**src/rtl/dtc_pkg.sv**
```systemverilog
// Shared DTC definitions: FSM state encoding, counter sizing and the default
// LSB/hold/return-to-zero timing shared with the TDC decoder side.
package dtc_pkg;

  typedef enum logic [2:0] {
    ST_IDLE,
    ST_LAUNCH,
    ST_COUNT,
    ST_HOLD,
    ST_RTZ
  } dtc_state_t;

  localparam int DEL_UNIT = 1;
  localparam int DEL_HOLD = 2;
  localparam int DEL_RTZ  = 2;

  // Wide enough for the largest code scaled by UNIT, with one spare bit.
  function automatic int DTC_CNT_W(input int width, input int unit);
    return width + $clog2(unit) + 1;
  endfunction

endpackage

```
**src/rtl/dtc_edge_gen_if.sv**
```systemverilog
// Code handshake between a sender (master) and the DTC edge generator (slave).
interface dtc_edge_gen_if #(
  parameter int WIDTH = 8
);
  logic             code_valid;
  logic             code_ready;
  logic [WIDTH-1:0] code;
  logic             lead;

  modport master (output code_valid, output code, output lead, input code_ready);
  modport slave  (input code_valid, input code, input lead, output code_ready);
endinterface

```
**src/rtl/dtc_buf1.sv**
```systemverilog
// One-entry holding register for {code,lead}; ready whenever the slot is empty
// and the block has seen at least one clock since reset.
module dtc_buf1 #(
  parameter int WIDTH = 8
) (
  input  logic             clk,
  input  logic             rst,
  dtc_edge_gen_if.slave    in_if,
  input  logic             pop,
  output logic             buf_full,
  output logic [WIDTH-1:0] buf_code,
  output logic             buf_lead
);

  logic armed;
  logic push;

  assign in_if.code_ready = armed & ~buf_full;
  assign push             = in_if.code_valid & in_if.code_ready;

  always_ff @(posedge clk or posedge rst) begin
    if (rst) begin
      armed    <= 1'b0;
      buf_full <= 1'b0;
    end else begin
      armed    <= 1'b1;
      buf_full <= push | (buf_full & ~pop);
    end
  end

  always_ff @(posedge clk) begin
    if (push) begin
      buf_code <= in_if.code;
      buf_lead <= in_if.lead;
    end
  end

endmodule

```
**src/rtl/dtc_edge_gen.sv**
```systemverilog
// DTC transmitter: emits a ref/data rising-edge pair separated by code*UNIT
// cycles, holds both high, then returns both to zero before the next launch.
module dtc_edge_gen
  import dtc_pkg::*;
#(
  parameter int WIDTH    = 8,
  parameter int UNIT     = DEL_UNIT,
  parameter int HOLD_CYC = DEL_HOLD,
  parameter int RTZ_CYC  = DEL_RTZ
) (
  input  logic          clk,
  input  logic          rst,
  dtc_edge_gen_if.slave code_if,
  output logic          edge_ref,
  output logic          edge_dat,
  output logic          busy,
  output logic          done
);

  localparam int CNT_W_CODE = DTC_CNT_W(WIDTH, UNIT);
  localparam int CNT_W_TMR  = $clog2(((HOLD_CYC > RTZ_CYC) ? HOLD_CYC : RTZ_CYC) + 1);
  localparam int CNT_W      = (CNT_W_CODE > CNT_W_TMR) ? CNT_W_CODE : CNT_W_TMR;

  localparam logic [CNT_W-1:0] CNT_ONE  = CNT_W'(1);
  localparam logic [CNT_W-1:0] HOLD_CNT = CNT_W'(HOLD_CYC);
  localparam logic [CNT_W-1:0] RTZ_CNT  = CNT_W'(RTZ_CYC);

  dtc_state_t       state;
  logic [CNT_W-1:0] cnt;
  logic [CNT_W-1:0] launch_cnt;
  logic [WIDTH-1:0] cur_code;
  logic             cur_lead;
  logic             pop;
  logic             buf_full;
  logic [WIDTH-1:0] buf_code;
  logic             buf_lead;

  dtc_buf1 #(.WIDTH(WIDTH)) u_buf (
    .clk      (clk),
    .rst      (rst),
    .in_if    (code_if),
    .pop      (pop),
    .buf_full (buf_full),
    .buf_code (buf_code),
    .buf_lead (buf_lead)
  );

  // The buffer is popped on every transition into LAUNCH.
  assign pop = buf_full & ((state == ST_IDLE) | ((state == ST_RTZ) & (cnt == CNT_ONE)));

  assign launch_cnt = CNT_W'(cur_code) * CNT_W'(UNIT);
  assign busy       = (state != ST_IDLE);

  always_ff @(posedge clk) begin
    if (pop) begin
      cur_code <= buf_code;
      cur_lead <= buf_lead;
    end
  end

  always_ff @(posedge clk or posedge rst) begin
    if (rst) begin
      state    <= ST_IDLE;
      cnt      <= '0;
      edge_ref <= 1'b0;
      edge_dat <= 1'b0;
      done     <= 1'b0;
    end else begin
      done <= 1'b0;
      case (state)
        ST_IDLE: begin
          if (buf_full) state <= ST_LAUNCH;
        end
        ST_LAUNCH: begin
          if (cur_lead) edge_dat <= 1'b1;
          else          edge_ref <= 1'b1;
          // A zero code raises the second edge together with the first.
          if (launch_cnt == '0) begin
            edge_ref <= 1'b1;
            edge_dat <= 1'b1;
            cnt      <= HOLD_CNT;
            state    <= ST_HOLD;
          end else begin
            cnt   <= launch_cnt;
            state <= ST_COUNT;
          end
        end
        ST_COUNT: begin
          if (cnt == CNT_ONE) begin
            edge_ref <= 1'b1;
            edge_dat <= 1'b1;
            cnt      <= HOLD_CNT;
            state    <= ST_HOLD;
          end else begin
            cnt <= cnt - CNT_ONE;
          end
        end
        ST_HOLD: begin
          if (cnt == CNT_ONE) begin
            edge_ref <= 1'b0;
            edge_dat <= 1'b0;
            done     <= 1'b1;
            cnt      <= RTZ_CNT;
            state    <= ST_RTZ;
          end else begin
            cnt <= cnt - CNT_ONE;
          end
        end
        ST_RTZ: begin
          if (cnt == CNT_ONE) begin
            cnt   <= '0;
            state <= buf_full ? ST_LAUNCH : ST_IDLE;
          end else begin
            cnt <= cnt - CNT_ONE;
          end
        end
        default: state <= ST_IDLE;
      endcase
    end
  end

endmodule

```
**src/flat_wrapper.sv**
```systemverilog
// flat-port wrapper written by rule: the top's interface ports become plain ports
module dtc_edge_gen_flat import dtc_pkg::*;
#(
  parameter int WIDTH    = 8,
  parameter int UNIT     = DEL_UNIT,
  parameter int HOLD_CYC = DEL_HOLD,
  parameter int RTZ_CYC  = DEL_RTZ
)
  (clk, rst, edge_ref, edge_dat, busy, done, code_if_code_valid, code_if_code, code_if_lead, code_if_code_ready);
  dtc_edge_gen_if #(.WIDTH(WIDTH)) code_if_i ();
  input  logic clk;
  input  logic rst;
  output logic edge_ref;
  output logic edge_dat;
  output logic busy;
  output logic done;
  input wire logic [$bits(code_if_i.code_valid)-1:0] code_if_code_valid;
  input wire logic [$bits(code_if_i.code)-1:0] code_if_code;
  input wire logic [$bits(code_if_i.lead)-1:0] code_if_lead;
  output wire logic [$bits(code_if_i.code_ready)-1:0] code_if_code_ready;
  assign code_if_i.code_valid = code_if_code_valid;
  assign code_if_i.code = code_if_code;
  assign code_if_i.lead = code_if_lead;
  assign code_if_code_ready = code_if_i.code_ready;
  dtc_edge_gen #(.WIDTH(WIDTH), .UNIT(UNIT), .HOLD_CYC(HOLD_CYC), .RTZ_CYC(RTZ_CYC)) u_core (.clk(clk), .rst(rst), .code_if(code_if_i), .edge_ref(edge_ref), .edge_dat(edge_dat), .busy(busy), .done(done));
endmodule
```
**config.mk**
```make
export PLATFORM = sky130hd
export DESIGN_NAME = dtc_edge_gen_flat
export DESIGN_NICKNAME = d
export VERILOG_FILES = /design/src/rtl/dtc_pkg.sv /design/src/rtl/dtc_edge_gen_if.sv /design/src/rtl/dtc_buf1.sv /design/src/rtl/dtc_edge_gen.sv /design/src/flat_wrapper.sv
export SDC_FILE = /design/constraint.sdc
export NUM_CORES = 1
export LEC_CHECK = 0
export BUFFER_PORTS_ARGS = -buffer_cell sky130_fd_sc_hd__buf_2
export CAP_MARGIN = 20
export CELL_PAD_IN_SITES_DETAIL_PLACEMENT = 0
export CELL_PAD_IN_SITES_GLOBAL_PLACEMENT = 1
export CORE_UTILIZATION = 40
export CTS_CLUSTER_SIZE = 30
export DETAILED_ROUTE_END_ITERATION = 8
export PLACE_DENSITY = 0.77
export SETUP_SLACK_MARGIN = 0.3
export SYNTH_ARGS = -nofsm -noshare
export SYNTH_HDL_FRONTEND = slang
export SYNTH_SLANG_ARGS = --single-unit
```
**constraint.sdc**
```tcl
create_clock -name clk -period 2.49 [get_ports clk]
set_clock_uncertainty 0.15 [all_clocks]
set_input_delay 0.1245 -clock clk [delete_from_list [all_inputs] [get_ports clk]]
set_output_delay 0.1245 -clock clk [all_outputs]
set_load 0.005 [all_outputs]
```
==> results_dict.tcl <==
set metrics [dict create \
    outcome "complete, no violations" \
    reg2reg_depth 5 \
    final_common_cell "edfxtp_1" \
    htreeDepth 2 \
    hp-start "code_if_code_valid" \
    cts_root_buf "clkbuf_8" \
    layout_common_cells "18 x edfxtp_1, 17 x dfrtp_1, 16 x buf_2" \
    start_util_pct 42.8 \
    ys_ff_latch 35 \
    ff2ff_setup_slack_ps 390 \
    crit_type "register to register" \
    synth_xor_area_share_pct 0.543 \
    multi_input_area_um2 608 \
    slowest_stage "or4b_4" \
    routed_via_density 5.64 \
    clk_pin_slew_ps 80 \
    synth_top_family_by_area "simple AND/OR/NAND/NOR gates" \
    critPathCaptureType "register" \
    wl_mm 3.20 \
    fp.dieH_um 65.5 \
    cts_buffers 5 \
    drive_gt1_share_pct 22.8 \
    die-area_um2 4290 \
    min_period_over_period_pct 84.4 \
    peakVddDrop_v 0.000460 \
    leakage_nw 0.834 \
    synth-simple-area-share_pct 19.4 \
    drt_iter0_drc 62 \
    reg2reg_from "u_core.cnt[1]" \
    muxShareOfSynthArea_pct 0.621 \
    worst_slack_ps 388 \
    min_to "u_core.u_buf.buf_lead" \
    fin_crit_ps 2100 \
    grt_pass1_wl_mm 5.40 \
    port_buffers 16 \
    dr.pass1.iters 4 \
    grt_pass1_vias 1172 \
    critical-path-max-stage-delay_ps 530 \
    setup_violations 0 \
    rsz0062_at_grt "false" \
    cts_tree "done" \
    syn_inst 133 \
    coreArea_um2 3770 \
    syn_area_um2 1610 \
    postRouteAntennaNets 0 \
    diodes 0 \
    grt.overflow.total 0 \
    hold_class "primary input to register" \
    grtUsageTotal_pct 17.4 \
    yosysWarnings 0 \
    critical_path.max_fanout 9 \
    place_ws_ps 343 \
    antenna_found_initial 0 \
    maxSlewViolCount 0 \
    cts_buffer_depth 2 \
    routedWlPerCell_um 14.9 \
    synth.distinct_cells 43 \
    p_total_mw 2.19 \
    gp_routability_congestion 0.855 \
    hold_violations 0 \
    synth_compound_area_share_pct 14.9 \
    r2r_end "u_core.cur_code[6]" \
    synthAdderAreaFrac_pct 1.55 \
    clock_latency_ps 290 \
    dp_hpwl_mm 2.23 \
    syn_area_per_cell_um2 12.1 \
    drc_errors 0 \
    via_count 1212 \
    cap_violations 0 \
    num-fill-cells 346 \
    fin_tns_setup_ps 0 \
    fmax_mhz 476 \
    area_growth_pct 23.4 \
    worstPathCellList "inv_2, ha_1, or4b_4, o21ai_4, and3_4" \
    critPathArrivalTime_ps 1950 \
    synth_nets 147 \
    holdPathStages 2 \
    yosysSeqAreaShare_pct 59.9 \
    grt_max_degree 18 \
    die_w_um 65.5 \
    row_count 22 \
    power_density_nw_per_um2 1100 \
    worstMarginPinSlew_ps 662 \
    slew_headroom_pct 55.8 \
    regArea_um2 966 \
    num-nets-final 180 \
    cts.sinks 35 \
    critPathLaunchType "register" \
    ioPinCount 17 \
    required_ps 2330 \
]
power by group:
group	total, mW	internal [mW]	leakage [nW]	switching, mW
logic	0.774	0.365	0.407	0.409
registers	0.885	0.762	0.368	0.123
clock network	0.526	0.303	0.0587	0.223
worst max-delay path by stage:
| stage | from | slack, ps | to | cells past startpoint |
|---|---|---|---|---|
| 2_1_floorplan | u_core.cnt[1] | 470 | u_core.cur_code[0] | 5 |
| 3_3_place_gp | u_core.cnt[1] | 390 | u_core.cur_code[6] | 5 |
| 3_5_place_dp | u_core.cnt[1] | 340 | u_core.cur_code[6] | 5 |
| 4_1_cts | u_core.cnt[1] | 320 | u_core.cur_code[6] | 5 |
| 5_1_grt | u_core.cnt[1] | 320 | u_core.cnt[1] | 6 |
| 6_report | u_core.cnt[1] | 390 | u_core.cur_code[6] | 5 |
synth_stat cells:
library cell | n | share of area, %
a21o_1 | 6 | 2.8
a21oi_1 | 6 | 1.9
a221o_1 | 3 | 1.9
a221oi_1 | 1 | 0.54
a22o_1 | 2 | 1.1
a2bb2oi_1 | 1 | 0.54
a31oi_1 | 2 | 0.78
and2_1 | 3 | 1.2
and3_1 | 2 | 0.78
and3_2 | 1 | 0.47
buf_1 | 2 | 0.47
buf_2 | 1 | 0.31
buf_4 | 2 | 0.93
clkbuf_1 | 1 | 0.23
conb_1 | 1 | 0.23
dfrtp_1 | 17 | 26
edfxtp_1 | 18 | 34
ha_1 | 2 | 1.6
inv_1 | 4 | 0.93
mux2i_1 | 1 | 0.62
nand2_1 | 5 | 1.2
nand2b_1 | 4 | 1.6
nand3_1 | 4 | 1.2
nor2_1 | 8 | 1.9
nor2_8 | 1 | 1.2
nor2b_1 | 2 | 0.78
nor3_1 | 2 | 0.62
nor3b_1 | 2 | 0.93
nor4_1 | 6 | 2.3
nor4b_1 | 2 | 1.1
o21ai_0 | 5 | 1.6
o21ai_1 | 1 | 0.31
o21ai_4 | 1 | 1.0
o31ai_1 | 4 | 1.9
o41a_1 | 1 | 0.70
or2_1 | 1 | 0.39
or3_1 | 2 | 0.78
or3_2 | 1 | 0.47
or3b_1 | 1 | 0.54
or4_1 | 1 | 0.47
or4_4 | 1 | 0.70
or4b_4 | 1 | 0.85
xnor2_1 | 1 | 0.54
state kept, by name, summed over array words and instances, names as in the netlist, 3 cells and up:
name / count
u_core.cnt: 9
u_core.u_buf.buf_code: 8
u_core.cur_code: 8
u_core.state: 3
through the flow:
step                      utilization (%)  instance area [um^2]  hold slack [ps]  std cells
after CTS                            52.2                  1970              248        213
after global routing                 52.8                  1990              280        215
final                                52.8                  1990              250        215
after floorplan                         -                  1610            -99.4        133
after detailed placement             46.4                  1750              113        195
after global placement               46.4                  1750             95.3        195
critical path, delay by kind of cell (launching register included):
kind / cells / cell delay [ps]
simple gates: 2 / 810
flops: 1 / 420
compound gates: 1 / 220
fa+ha+maj: 1 / 130
buf+inv: 1 / 80
logic make-up after synthesis:
logic type               after synthesis
multiplexers                           1
flip-flops                            35
AND/OR/NAND/NOR                       50
other                                  1
buffers and inverters                 10
AO/OA/AOI/OAI                         33
XOR/XNOR                               1
adder cells (fa/ha/maj)                2
timing repair:
action,4_1_cts,5_1_grt
resized for setup,0,3
buffers inserted,0,2
endpoints found under the hold margin,26,0
endpoints found under the setup margin,0,12
hold buffers,10,0
area by class of cell:
class | count | area share, %
sequential | 35 | 48.5
clock buffer | 5 | 3.46
inverter | 4 | 0.754
multi-input combinational | 88 | 30.5
tap | 48 | 3.02
timing repair buffer | 32 | 11.3
clock inverter | 3 | 2.39
layer usage:
layer | up-vias | wire length, um | global-route usage [%]
met5 | - | 0 | 0
li1 | 569 | - | -
met2 | 43 | 1570 | 28.7
met3 | 5 | 190 | 5.21
met1 | 595 | 1400 | 20.9
met4 | 0 | 41 | 7.88
No activity file was read; power rests on OpenSTA's default activity.
